**config.mk**
```make
export PLATFORM = sky130hd
export DESIGN_NAME = red_pitaya_mux_demux
export DESIGN_NICKNAME = d
export VERILOG_FILES = /design/src/rtl/red_pitaya_mux_demux.sv
export SDC_FILE = /design/constraint.sdc
export NUM_CORES = 1
export LEC_CHECK = 0
export CAP_MARGIN = 20
export CORE_MARGIN = 2
export CORE_UTILIZATION = 64
export DETAILED_ROUTE_END_ITERATION = 12
export DONT_BUFFER_PORTS = 1
export GPL_ROUTABILITY_DRIVEN = 0
export GPL_TIMING_DRIVEN = 0
export PLACE_DENSITY = 0.77
export SYNTH_ARGS = -nofsm -noshare
export SYNTH_HDL_FRONTEND = slang
export SYNTH_SLANG_ARGS = --single-unit
```
**constraint.sdc**
```tcl
create_clock -name adc_clk_i -period 7.2 [get_ports adc_clk_i]
set_input_delay 0.72 -clock adc_clk_i [delete_from_list [all_inputs] [get_ports adc_clk_i]]
set_output_delay 0.72 -clock adc_clk_i [all_outputs]
set_load 0.02 [all_outputs]
```
**src/rtl/red_pitaya_mux_demux.sv**
```systemverilog
// Receive side of the analog mux: averages each stable dwell of the shared ADC
// channel into a per-channel register and flags frames of refreshed channels.
module red_pitaya_mux_demux #(
    parameter int DWT      = 14,
    parameter int CHNL     = 6,
    parameter int AW       = 3,
    parameter int AVG_LOG2 = 4
) (
    input  logic                adc_clk_i,
    input  logic                adc_rstn_i,
    input  logic [DWT-1:0]      adc_a_i,
    input  logic [AW-1:0]       mux_addr_i,
    input  logic                signal_stable_i,
    input  logic [CHNL-1:0]     active_channels_i,
    input  logic                clr_i,
    output logic [CHNL*DWT-1:0] ch_data_o,
    output logic [CHNL-1:0]     ch_valid_o,
    output logic                sample_stb_o,
    output logic [AW-1:0]       sample_ch_o,
    output logic                frame_stb_o,
    output logic [15:0]         frame_cnt_o,
    output logic                short_window_o
);

    localparam int ACW = DWT + AVG_LOG2;
    localparam int CW  = AVG_LOG2 + 1;
    localparam int AL  = 2 ** AW;
    localparam logic [CW-1:0] LAST = CW'((1 << AVG_LOG2) - 1);

    typedef enum logic [1:0] {
        IDLE,
        ACCUM,
        HOLD
    } state_t;

    state_t state_q;
    state_t state_d;

    logic [AW-1:0]         ch_q;
    logic signed [ACW-1:0] acc_q;
    logic [CW-1:0]         cnt_q;
    logic [DWT-1:0]        data_q [CHNL];
    logic [CHNL-1:0]       valid_q;
    logic                  sample_stb_q;
    logic [AW-1:0]         sample_ch_q;
    logic                  frame_stb_q;
    logic [15:0]           frame_cnt_q;
    logic                  short_q;

    logic [AL-1:0]         act_ext;
    logic                  in_range;
    logic                  hit;
    logic                  start;
    logic                  take;
    logic                  done;
    logic                  abort;
    logic [AW-1:0]         done_ch;
    logic signed [ACW-1:0] sample_ext;
    logic signed [ACW-1:0] sum;
    logic [CHNL-1:0]       oh;
    logic [CHNL-1:0]       v;
    logic                  frame_hit;

    assign act_ext    = AL'(active_channels_i);
    assign in_range   = 32'(mux_addr_i) < CHNL;
    assign hit        = signal_stable_i && (mux_addr_i == ch_q);
    assign sample_ext = ACW'(signed'(adc_a_i));

    always_ff @(posedge adc_clk_i or negedge adc_rstn_i) begin
        if (!adc_rstn_i) begin
            state_q <= IDLE;
        end else begin
            state_q <= state_d;
        end
    end

    always_comb begin
        state_d = state_q;
        start   = 1'b0;
        take    = 1'b0;
        done    = 1'b0;
        abort   = 1'b0;
        done_ch = ch_q;
        sum     = acc_q + sample_ext;
        unique case (state_q)
            IDLE: begin
                if (signal_stable_i && in_range && act_ext[mux_addr_i]) begin
                    start   = 1'b1;
                    done_ch = mux_addr_i;
                    sum     = sample_ext;
                    if (AVG_LOG2 == 0) begin
                        done    = 1'b1;
                        state_d = HOLD;
                    end else begin
                        state_d = ACCUM;
                    end
                end
            end
            ACCUM: begin
                if (hit) begin
                    take = 1'b1;
                    if (cnt_q == LAST) begin
                        done    = 1'b1;
                        state_d = HOLD;
                    end
                end else begin
                    abort   = 1'b1;
                    state_d = IDLE;
                end
            end
            HOLD: begin
                if (!hit) begin
                    state_d = IDLE;
                end
            end
            default: state_d = IDLE;
        endcase
        if (clr_i) begin
            state_d = IDLE;
            start   = 1'b0;
            take    = 1'b0;
            done    = 1'b0;
            abort   = 1'b0;
        end
    end

    // The bit of the completing channel joins the frame check in the same cycle.
    assign oh        = CHNL'(1) << done_ch;
    assign v         = valid_q | oh;
    assign frame_hit = (active_channels_i != '0) &&
                       ((v & active_channels_i) == active_channels_i);

    always_ff @(posedge adc_clk_i or negedge adc_rstn_i) begin
        if (!adc_rstn_i) begin
            ch_q         <= '0;
            acc_q        <= '0;
            cnt_q        <= '0;
            valid_q      <= '0;
            sample_stb_q <= 1'b0;
            sample_ch_q  <= '0;
            frame_stb_q  <= 1'b0;
            frame_cnt_q  <= '0;
            short_q      <= 1'b0;
            for (int k = 0; k < CHNL; k++) begin
                data_q[k] <= '0;
            end
        end else begin
            sample_stb_q <= done;
            frame_stb_q  <= 1'b0;
            if (start) begin
                ch_q  <= mux_addr_i;
                acc_q <= sample_ext;
                cnt_q <= CW'(1);
            end else if (take) begin
                acc_q <= sum;
                cnt_q <= cnt_q + CW'(1);
            end
            if (done) begin
                // Slice of the sum is the floor shift truncated to DWT bits.
                data_q[done_ch] <= sum[AVG_LOG2 +: DWT];
                sample_ch_q     <= done_ch;
                if (frame_hit) begin
                    frame_stb_q <= 1'b1;
                    frame_cnt_q <= frame_cnt_q + 16'd1;
                    valid_q     <= '0;
                end else begin
                    valid_q <= v;
                end
            end
            if (abort) begin
                short_q <= 1'b1;
            end
            if (clr_i) begin
                valid_q     <= '0;
                frame_cnt_q <= '0;
                short_q     <= 1'b0;
            end
        end
    end

    for (genvar k = 0; k < CHNL; k++) begin : g_data
        assign ch_data_o[k*DWT +: DWT] = data_q[k];
    end

    assign ch_valid_o     = valid_q;
    assign sample_stb_o   = sample_stb_q;
    assign sample_ch_o    = sample_ch_q;
    assign frame_stb_o    = frame_stb_q;
    assign frame_cnt_o    = frame_cnt_q;
    assign short_window_o = short_q;

endmodule

```
# Yosys cells after proc, flatten, opt, wreduce, memory -nomap -nowiden
# Cells that the tools add are included.
# totals
word_cells	90
in_bits	27
reg_bits	140
out_inout_bits	112
# op_classes
n_lt_le_gt_ge	4
eq_ne	8
mux	42
reduce_logical	13
addsub	3
bitwise	3
shift	1
# ops
op	count
bitwise mux 84 bit	1
two-way mux 18 bit	4
two-way mux 16 bit	3
demux 14 bit (select 3 bit)	1
adder 18 x 14 -> 18 bit	1
two-way mux 1 bit	18
two-way mux 6 bit	3
adder 16 x 1 -> 16 bit, second input constant	1
two-way mux 14 bit	1
two-way mux 2 bit	5
two-way mux 5 bit	2
nonzero test 2 bit	4
bitwise AND 6 bit	1
equality test 6 bit	1
two-way mux 3 bit	2
inequality test 3 bit, second input constant	2
OR 6 bit	1
one-hot mux 2 bit (3 select lines)	1
nonzero test 6 bit	1
left shift 1 x 3 -> 6 bit, first input constant	1
adder 5 x 1 -> 5 bit, second input constant	1
equality test 5 x 4 -> 1 bit, second input constant	1
logical AND 1 bit	5
greater-or-equal comparator 4 bit, second input constant	1
12 further kinds	12

# Longest topological paths before layout
# depth
ltp_word	13
depth_mapped	12
ltp_nobuf	10

# Worst setup path before layout
# Ideal clock, no wire load.
# synth_path
kind	in2reg
from	in mux_addr_i[2]
to	reg frame_cnt_q[12], in the netlist frame_cnt_o[12]
t_required_ns	7.122
path_slack_ns	3.596
stages	9
arrival_ns	3.526
path_buffers	1
setup_ns	0.078
path_cell_list	buf_4 mux2_4 a222oi_1 nor2_1 o21a_1 a222oi_1 nand4_2 or4_1 a21oi_1
# synth_via
elab_chain_cells	12
word_cells_on_any_way	20
cone_classes	1 x order compare; 2 x eq/ne; 1 x shift; 7 x mux; 2 x bitwise; 7 x reduce/logical
# synth_rtl
item	line_no	source
start, declared	12	input logic [AW-1:0] mux_addr_i,
binary-select mux 1 bit (select 3 bit) or less-than comparator 3 bit (tied branches)	87, 65	
two-way mux 1 bit (not written as such) or logical AND 1 bit (tied branches)	87	if (signal_stable_i && in_range && act_ext[mux_addr_i]) begin
logical AND 1 bit	87	
two-way mux 3 bit	87	
two-way mux 3 bit	85	unique case (state_q)
left shift 1 x 3 -> 6 bit	128	assign oh = CHNL'(1) << done_ch;
OR 6 bit	129	assign v = valid_q | oh;
bitwise AND 6 bit	131	((v & active_channels_i) == active_channels_i);
equality test 6 bit	131	
logical AND 1 bit	130	assign frame_hit = (active_channels_i != '0) &&
nonzero test 2 bit (no source line)	n/a	
AND reduction 2 bit (no source line) (*)	n/a	
end signal, assigned	164	frame_cnt_q <= frame_cnt_q + 16'd1;
end, declared	47	logic [15:0] frame_cnt_q;
# Every way passes the cells marked *; elsewhere a longest branch is shown, timed or not. The select of a mux whose other input is x is not followed.
# A chain may end at the register's enable or synchronous reset.

# Final worst setup path
# layout_path
from	in mux_addr_i[2]
to	reg frame_cnt_q[7], in the netlist frame_cnt_o[7]
# The elaborated chain is that of the path after synthesis.

==> run metrics <==
Max Cap Violations=0; die area=about 0.011 mm^2; final core utilization=0.733; Critical Path Most Common Cell=a222oi_1; total CTS buffers=17; # DRC=0; Final Slew Violations=0; reg2reg start=state_q[1]; Final Hold Fails=0; Sequential Power Share=0.343; Worst Tran Pin Value=just over 1 ns; post-synthesis cell count=710; CTS H-tree lvls=4; sequential-to-total area share from yosys stat=0.520; largest net degree at the start of global routing=between 100 and 150; crit path time final=about 3.7 ns; P per Cell Area=around 350 mW/mm^2; Switching Fraction=0.368; Pre-Repair DR Iteration Count=6; WL per Instance=~20 um; maximum clock insertion buffer count=2; Clk pwr share=0.331; top-area cell type share of the netlist area=0.520; CTS clk-pin slew, worst paths=0.06 ns; Clk Latency, worst-skew pair=0.53 ns; share of layout cells above drive strength 1=0.0808; LEAKAGE=roughly 3.4 nW; post-CTS resize count=0; CTS tree=done; Crit Path Category=input pin to flip-flop; number of synthesized flops with an enable pin=0; Die W=107 um; io pins=139; R2R cell count=7; # port buffers=0; fin crit share=0.518; Avg Inst Size Synth=9.50 um^2; area grow syn2layout=11.8%; Post-DP HPWL=12.2 mm; vias in the first global route=~5.5k; RSZ-0062 raised after global routing=no; CP max FO=10; max incr delay on CP=0.61 ns; first-pass GRT wire length=around 28 mm; largest cells by area after synthesis=dfrtp_1 52%, a21oi_1 6.8%, nor2_1 5.5%, o21ai_0 4.3%, nand2_1 4.1%; Hold Crit Class=input pin to asynchronous set/reset pin; Critical-path top delay cell=a222oi_1; DRT iter0 DRCs=between 500 and 600; CP Cell Sequence=buf_4 -> mux2_1 -> a222oi_1 -> nor2_1 -> o21a_1 -> a222oi_1 -> nand4_2 -> or4_1 -> a21oi_1; final net count=between 700 and 800; Slew headroom=0.298; starting density of the core=0.656; Comb power frac=0.325; worst r2r dst=frame_cnt_o[7]; Core Region=a little over 0.01 mm^2; Post-Route Setup TNS=0 ns; Final ANT Viol Nets=0; reg2reg setup slack=3.79 ns; via count=roughly 5.5k; Net Sw Power=961 uW; Synth async-reset ratio=1.00; Yosys warning total=0; cell taking the most area after synthesis=dfrtp_1; total gr overflow=0; DIE HEIGHT=around 110 um; endpoint class of the critical path=flip-flop; internal power=between 1.5 and 2 mW; Max Clk Rate=approximately 0.27 GHz; final clock skew=around 0.011 ns; Crit path max-delay family=compound AO/OA/AOI/OAI gates; Synth Cell Area=0.00674 mm^2; Distinct cells, synth=56; Arr. time, crit path=4.17 ns; row count=37; type of origin of the critical path=input pin; clock tree root driver cell=clkbuf_8; Worst VDD drop=0.000323 V; gr usage total=0.315; DRT Wirelength=between 15 and 20 mm; ys flop type=dfrtp_1; #FFs+latches synth=140; initial antenna violation count=0; Mapped Nets=758; Via density=~6.3; Sink Count=140; Antenna Cells=0; worst path bufs/invs=1; status=complete, no violations; Final Setup Violations=0; Crit path required time=between 7 and 8 ns
==> cell families after synthesis <==
logic type      synth area share
compound gates             0.178
xor+xnor                  0.0260
fa+ha+maj                 0.0401
buf+inv                   0.0275
flops                      0.520
mux                       0.0399
simple gates               0.169
==> flip-flops by register name, summed over array words and instances, names as in the netlist <==
register        count
ch_q                3
state_q             2
ch_data_o          84
ch_valid_o          6
cnt_q               5
frame_stb_o         1
sample_stb_o        1
acc_q              18
short_window_o      1
frame_cnt_o        16
sample_ch_o         3
==> cell type report <==
class | count | area, um^2
flip-flops and latches | 140 | 3500
multi-input cells | 525 | 3050
repair buffers | 3 | 42.5
clock buffers | 17 | 414
inverters | 18 | 67.6
clock inverters | 13 | 166
fillers | 736 | 2740
plain buffers | 27 | 118
well taps | 136 | 170
==> power by group through the flow <==
| stage | Clock, mW | Sequential (mW) | Combinational (mW) |
|---|---|---|---|
| after CTS | 0.869 | 0.895 | 0.825 |
| after global placement | 0 | 0.905 | 0.774 |
| after floorplan | 0 | 0.893 | 0.574 |
| after global routing | 0.901 | 0.904 | 0.927 |
| final | 0.865 | 0.897 | 0.850 |
| after detailed placement | 0 | 0.908 | 0.803 |
==> Yosys cell counts (7+ instances only) <==
master and n:
mux2i_1 7, nand2_1 73, xor2_1 7, dfrtp_1 140, nor2b_1 10, o21ai_0 58, xnor2_1 13, nor3_1 7
nand4_1 7, nand2b_1 9, clkbuf_1 22, a21oi_1 91, o31ai_1 9, inv_1 17, ha_1 20, nand3_1 15
mux2_2 14, nor2_1 99, a31oi_1 10
==> metal layers <==
layer	routed length [um]	vias up	part of all wire	track usage
li1	-	2557	-	-
met1	6860	2679	0.39	0.395
met2	8420	257	0.48	0.505
met3	1710	47	0.098	0.0991
met4	511	0	0.029	0.136
met5	0	-	0	0
==> layout by cell type (no fill, tap or decap), types with 4 or more instances in the layout <==
cell type / n
mux2_2: 14
nor2b_1: 10
a211oi_1: 6
xor2_1: 7
o21ai_0: 58
clkbuf_16: 16
nor3b_1: 4
inv_1: 17
buf_4: 4
ha_1: 20
a31oi_1: 10
nand3_1: 15
o211ai_1: 4
mux2i_1: 7
o21ai_1: 5
nand2b_1: 9
a21o_1: 6
nand4_1: 7
nor3_1: 7
a21oi_1: 91
or4_1: 6
o31ai_1: 9
dfrtp_1: 140
xnor2_1: 13
clkinv_4: 4
nand2_1: 73
clkbuf_1: 22
and3_1: 6
nor2_1: 99
==> through the flow <==
step	instance area, um^2	setup WS, ns	hold WS (ns)	cells	power (mW)
finish	7530	3.47	0.167	879	2.61
floorplan	6740	3.60	0.424	710	1.47
global route	7530	3.28	0.255	879	2.73
CTS	7530	3.56	0.211	878	2.59
global placement	6910	3.04	0.427	846	1.68
detailed placement	6920	3.08	0.427	847	1.71
==> worst max path at each step <==
stage	depth (start not counted)	from	end	slack (ns)
after floorplan	9	mux_addr_i[2]	frame_cnt_o[12]	3.60
final	9	mux_addr_i[2]	frame_cnt_o[7]	3.47
after detailed placement	9	mux_addr_i[2]	frame_cnt_o[7]	3.08
after global placement	7	mux_addr_i[2]	ch_data_o[8]	3.04
after global routing	9	mux_addr_i[2]	frame_cnt_o[7]	3.28
after CTS	9	mux_addr_i[2]	frame_cnt_o[7]	3.56
==> what timing repair did <==
item / in CTS / in global routing
buffers inserted: 0 / 0
hold buffers: 1 / 0
endpoints found under the hold margin: 140 / 0
No activity file was read; power rests on OpenSTA's default activity.
